===== config.mk =====
export PLATFORM = sky130hd
export DESIGN_NAME = up_down_counter_flat
export DESIGN_NICKNAME = d
export VERILOG_FILES = /design/src/rtl/up_down_counter_if.sv /design/src/rtl/up_down_counter.sv /design/src/flat_wrapper.sv
export SDC_FILE = /design/constraint.sdc
export NUM_CORES = 1
export LEC_CHECK = 0
export CAP_MARGIN = 5
export CORE_AREA = 2 2 39 41
export DETAILED_ROUTE_END_ITERATION = 7
export DIE_AREA = 0 0 41 43
export PLACE_DENSITY = 0.64
export SYNTH_ARGS = -nofsm -noshare
export SYNTH_HDL_FRONTEND = slang
export SYNTH_SLANG_ARGS = --single-unit
export TNS_END_PERCENT = 100

===== constraint.sdc =====
create_clock -name clk -period 2.6 [get_ports clk]
set_input_delay 0.52 -clock clk [delete_from_list [all_inputs] [get_ports clk]]
set_output_delay 0.52 -clock clk [all_outputs]
set_load 0.01 [all_outputs]

===== src/rtl/up_down_counter_if.sv =====
// Strobe/control and status bundle for up_down_counter.
// The master drives the strobes and controls; the slave (the counter) drives the status.
interface up_down_counter_if #(parameter int WIDTH = 3);
   logic             count_up;
   logic             count_down;
   logic             load;
   logic [WIDTH-1:0] load_val;
   logic             sat_mode;
   logic             clr_flags;
   logic [WIDTH-1:0] count;
   logic             tc_max;
   logic             tc_min;
   logic             ovf;
   logic             unf;

   modport master (
      output count_up, count_down, load, load_val, sat_mode, clr_flags,
      input  count, tc_max, tc_min, ovf, unf
   );

   modport slave (
      input  count_up, count_down, load, load_val, sat_mode, clr_flags,
      output count, tc_max, tc_min, ovf, unf
   );
endinterface


===== src/rtl/up_down_counter.sv =====
// Up/down event counter with a terminal value, a load input, wrap or saturate behaviour,
// optional edge-detected strobes, and sticky overflow/underflow flags.
module up_down_counter #(
   parameter int WIDTH    = 3,
   parameter int MAX_VAL  = (1 << WIDTH) - 1,
   parameter int EDGE_DET = 1
) (
   input logic              clk,
   input logic              resetn,
   up_down_counter_if.slave bus
);
   localparam logic [WIDTH-1:0] MAXV = WIDTH'(MAX_VAL);
   localparam logic [WIDTH-1:0] ONE  = WIDTH'(1);

   logic [WIDTH-1:0] cnt;
   logic             ovf_r, unf_r;
   logic             up_ev, dn_ev;

   // Previous strobe values reset to 0, so a strobe already high at reset release counts once
   if (EDGE_DET != 0) begin : g_edge
      logic up_q, down_q;
      always_ff @(posedge clk or negedge resetn) begin
         if (!resetn) begin
            up_q   <= 1'b0;
            down_q <= 1'b0;
         end else begin
            up_q   <= bus.count_up;
            down_q <= bus.count_down;
         end
      end
      assign up_ev = bus.count_up & ~up_q;
      assign dn_ev = bus.count_down & ~down_q;
   end else begin : g_level
      assign up_ev = bus.count_up;
      assign dn_ev = bus.count_down;
   end

   always_ff @(posedge clk or negedge resetn) begin
      if (!resetn) begin
         cnt   <= '0;
         ovf_r <= 1'b0;
         unf_r <= 1'b0;
      end else begin
         // Clear first; a set later in this block wins.
         if (bus.clr_flags) begin
            ovf_r <= 1'b0;
            unf_r <= 1'b0;
         end
         if (bus.load) begin
            cnt <= (bus.load_val > MAXV) ? MAXV : bus.load_val;
         end else if (up_ev && !dn_ev) begin
            if (cnt < MAXV) begin
               cnt <= cnt + ONE;
            end else begin
               ovf_r <= 1'b1;
               if (!bus.sat_mode) cnt <= '0;
            end
         end else if (dn_ev && !up_ev) begin
            if (cnt != '0) begin
               cnt <= cnt - ONE;
            end else begin
               unf_r <= 1'b1;
               if (!bus.sat_mode) cnt <= MAXV;
            end
         end
      end
   end

   assign bus.count  = cnt;
   assign bus.tc_max = (cnt == MAXV);
   assign bus.tc_min = (cnt == '0);
   assign bus.ovf    = ovf_r;
   assign bus.unf    = unf_r;
endmodule


===== src/flat_wrapper.sv =====
// flat-port wrapper written by rule: the top's interface ports become plain ports
module up_down_counter_flat 
#(
   parameter int WIDTH    = 3,
   parameter int MAX_VAL  = (1 << WIDTH) - 1,
   parameter int EDGE_DET = 1
)
  (clk, resetn, bus_count_up, bus_count_down, bus_load, bus_load_val, bus_sat_mode, bus_clr_flags, bus_count, bus_tc_max, bus_tc_min, bus_ovf, bus_unf);
  up_down_counter_if #(.WIDTH(WIDTH)) bus_i ();
  input logic clk;
  input logic resetn;
  input wire logic [$bits(bus_i.count_up)-1:0] bus_count_up;
  input wire logic [$bits(bus_i.count_down)-1:0] bus_count_down;
  input wire logic [$bits(bus_i.load)-1:0] bus_load;
  input wire logic [$bits(bus_i.load_val)-1:0] bus_load_val;
  input wire logic [$bits(bus_i.sat_mode)-1:0] bus_sat_mode;
  input wire logic [$bits(bus_i.clr_flags)-1:0] bus_clr_flags;
  output wire logic [$bits(bus_i.count)-1:0] bus_count;
  output wire logic [$bits(bus_i.tc_max)-1:0] bus_tc_max;
  output wire logic [$bits(bus_i.tc_min)-1:0] bus_tc_min;
  output wire logic [$bits(bus_i.ovf)-1:0] bus_ovf;
  output wire logic [$bits(bus_i.unf)-1:0] bus_unf;
  assign bus_i.count_up = bus_count_up;
  assign bus_i.count_down = bus_count_down;
  assign bus_i.load = bus_load;
  assign bus_i.load_val = bus_load_val;
  assign bus_i.sat_mode = bus_sat_mode;
  assign bus_i.clr_flags = bus_clr_flags;
  assign bus_count = bus_i.count;
  assign bus_tc_max = bus_i.tc_max;
  assign bus_tc_min = bus_i.tc_min;
  assign bus_ovf = bus_i.ovf;
  assign bus_unf = bus_i.unf;
  up_down_counter #(.WIDTH(WIDTH), .MAX_VAL(MAX_VAL), .EDGE_DET(EDGE_DET)) u_core (.clk(clk), .resetn(resetn), .bus(bus_i));
endmodule

==> impl_results.md <==
* DRT iter0 DRCs at 7
* Pwr dens at 509 nW/um^2
* WS Path Type: flip-flop to output port
* CTS Buf Count at 3
* Post-DR vias/cell at 5.41
* CP endpoint kind: output port
* Drt total wl at 1030 um
* Netlist cell types at 24
* CP Data Arrival Time at 1.75 ns
* Power, Total at 0.330 mW
* Top-count cell post-synth: dfrtp_1
* Fill cells at 135
* Core area at 1380 um^2
* Vias in the first global route at 390
* Cts repair resizes at 0
* Post-Synth Adder-Cell Area at 0.112
* Clock sink count at 7
* Critical-path maximum fanout at 6
* Yosys warning count at 0
* Final design utilization at 0.469
* First-pass iteration count of the detailed router at 4
* # IOs at 17
* Critical Path Slowest Stage Cell: clkdlybuf4s50_1
* Critical path, cell by cell: inv_1 -> ha_1 -> nor2b_2 -> clkdlybuf4s50_1
* CTS tree: built
* Post-synthesis sequential area ratio at 0.392
* Kind of cell adding the most delay to the critical path: buffers and inverters
* DP Wirelength at 798 um
* Initial Util at 0.323
* Sw power at 0.0980 mW
* Final setup TNS at 0 ns
* Power Internal at 0.232 mW
* Crit path largest cell delay at 0.56 ns
* Post-Place Cell Area at 623 um^2
* Routed vias at 438
* # DRC at 0
* Synth Area in Simple Gates at 0.232
* Largest net degree at the start of global routing at 11
* Netlist Area Pre-Place at 447 um^2
* # rows at 14
* Final ANT Viol Nets at 0
* Outcome: complete, no violations
* Final setup fails at 0
* Fin crit share at 0.872
* Mapped Avg Cell Area at 9.71 um^2
* Asr flop ratio synth at 1.00
* Final hold vios at 0
* Synth Area in Compound Gates at 0.230
* Max IR drop VDD at 0.000234 V
* Antenna violations before repair at 0
* Share of layout cells above drive strength 1 at 0.0923
* Cell area after layout at 649 um^2
* Post-CTS setup buffers at 0
* Bufs and invs on worst path at 2
* Die X at 41 um
* Remaining global-route overflow at 0
* Clk slew on worst S/H paths at 0.05 ns
* Yosys top cell area share at 0.392
* Slew @ Worst Pin at 0.340 ns
* Clock root buffer: clkbuf_4
* Synth-to-Final Area Change at 45.4%
* Synth top cells by count: 7 x dfrtp_1, 4 x ha_1, 4 x nand2_1, 4 x nor2b_1
* Antenna diodes at 0
* XOR/XNOR Fraction of Synth Area at 0
* PortBufs at 16
* Clock skew at 0.00394 ns
* Register area at 175 um^2
* RSZ-0062 raised after global routing: false
* Main flop type after synthesis: dfrtp_1
* Final GP Congestion at 0.816
* Max_cap viols at 0
* Fin Hold WS at 0.491 ns
* First-pass GRT wire length at 1730 um
* Post-place setup slack at 0.431 ns
* Register share of total power at 0.395
* Rel. slew slack at 0.772
* Synth area leaders: dfrtp_1 39%, ha_1 11%, nor2b_1 5.6%
* Area of the multi-input gates at 256 um^2
* Routed length per placed instance at 12.7 um
* CP startpoint kind: flip-flop
* Mux contribution to synthesized area at 0
* Syn Nets at 60
* Sw frac at 0.297
* Slew Limit Fails at 0
* Post-synth EDFFs at 0
* Final WS setup at 0.333 ns
* Largest family of logic cells by synthesized area: simple AND/OR/NAND/NOR gates
* Pleak at 0.265 nW
* Gr usage total at 0.151
* Clock power share at 0.306
* Hold-fix buffers at CTS at 0
* Die Area at 1760 um^2
* Final net count at 80
* Req. time, crit path at 2.08 ns
* Final min period at 2.27 ns
* Latest clock arrival within the worst-skew pair at 0.26 ns
* Die H at 43 um
* Fmax at 0.441 GHz
* HP Class: flip-flop to flip-flop
* Longest Clk Path Bufs at 2
* Yosys top cell by area: dfrtp_1
* Placed instance count at 77
* Final cell count without fillers at 81
* Synth Instances at 46
* Gate power share at 0.299
* H-tree depth at 1
* Synth Register Bits at 7
==> power groups by stage <==
stage,Clock (mW),Combinational [mW],Sequential (mW)
2_1_floorplan,0,0.0497,0.133
3_3_place_gp,0,0.0991,0.132
3_5_place_dp,0,0.0988,0.132
4_1_cts,0.105,0.0993,0.130
5_1_grt,0.112,0.111,0.132
6_report,0.101,0.0989,0.130
==> final cells by class <==
class	instances	area share
flip-flops and latches	7	0.270
inverters	3	0.0173
repair buffers	16	0.247
clock buffers	4	0.0405
multi-input cells	35	0.395
well taps	16	0.0308
==> worst min-delay path, cell delays in order, from the launching register on <==
cell and delay (ns):
dfrtp_1 0.33, nand2b_1 0.06, o41ai_1 0.06
==> flip-flops by register name (all words and copies together), names as in the netlist <==
register	flops
u_core.g_edge.up_q	1
u_core.bus.count	3
u_core.g_edge.down_q	1
u_core.bus.ovf	1
u_core.bus.unf	1
==> logic make-up (layout without fill, tap and decap cells) <==
family | count (synthesis) | count (layout)
fa+ha+maj | 4 | 4
compound gates | 12 | 12
buf+inv | 4 | 23
flops | 7 | 7
simple gates | 19 | 19
==> routing by layer <==
layer / vias up / wire length, um / track usage
li1: 214 / - / -
met4: 0 / 22 / 0.100
met5: - / 0 / 0
met1: 203 / 462 / 0.199
met3: 4 / 81 / 0.0524
met2: 17 / 460 / 0.200
==> path summary, 6_finish.rpt <==
kind / startpoint / to / slack [ns] / cells after the start
max in group asynchronous: resetn / u_core.bus.count[1] / 1.82 / 1
worst max-delay path: u_core.bus.count[0] / bus_tc_min / 0.33 / 4
min in group asynchronous: resetn / u_core.bus.count[2] / 0.53 / 1
worst min-delay path: u_core.bus.ovf / u_core.bus.ovf / 0.49 / 2
worst min register to register: u_core.bus.ovf / u_core.bus.ovf / 0.49 / 2
worst max register to register: u_core.bus.count[0] / u_core.bus.count[1] / 0.69 / 6
==> placed cells by master, fill, tap and decap left out <==
cell type / netlist / layout
a211o_1: 1 / 1
a21boi_0: 1 / 1
a31oi_1: 1 / 1
a221o_2: 1 / 1
nand3_1: 2 / 2
a311oi_1: 1 / 1
o32ai_1: 1 / 1
a22o_2: 1 / 1
clkbuf_4: 0 / 3
nor2b_1: 4 / 4
dfrtp_1: 7 / 7
o41ai_1: 1 / 1
a21oi_1: 1 / 1
nor2b_2: 1 / 1
a211oi_1: 1 / 1
clkbuf_1: 1 / 1
nor2_1: 1 / 1
o311ai_1: 1 / 1
a2111o_1: 1 / 1
clkdlybuf4s50_1: 0 / 16
nand4_1: 2 / 2
nor3_1: 2 / 2
nand2_1: 4 / 4
nand2b_1: 3 / 3
ha_1: 4 / 4
inv_1: 3 / 3
Power figures use the tool's default switching activity.
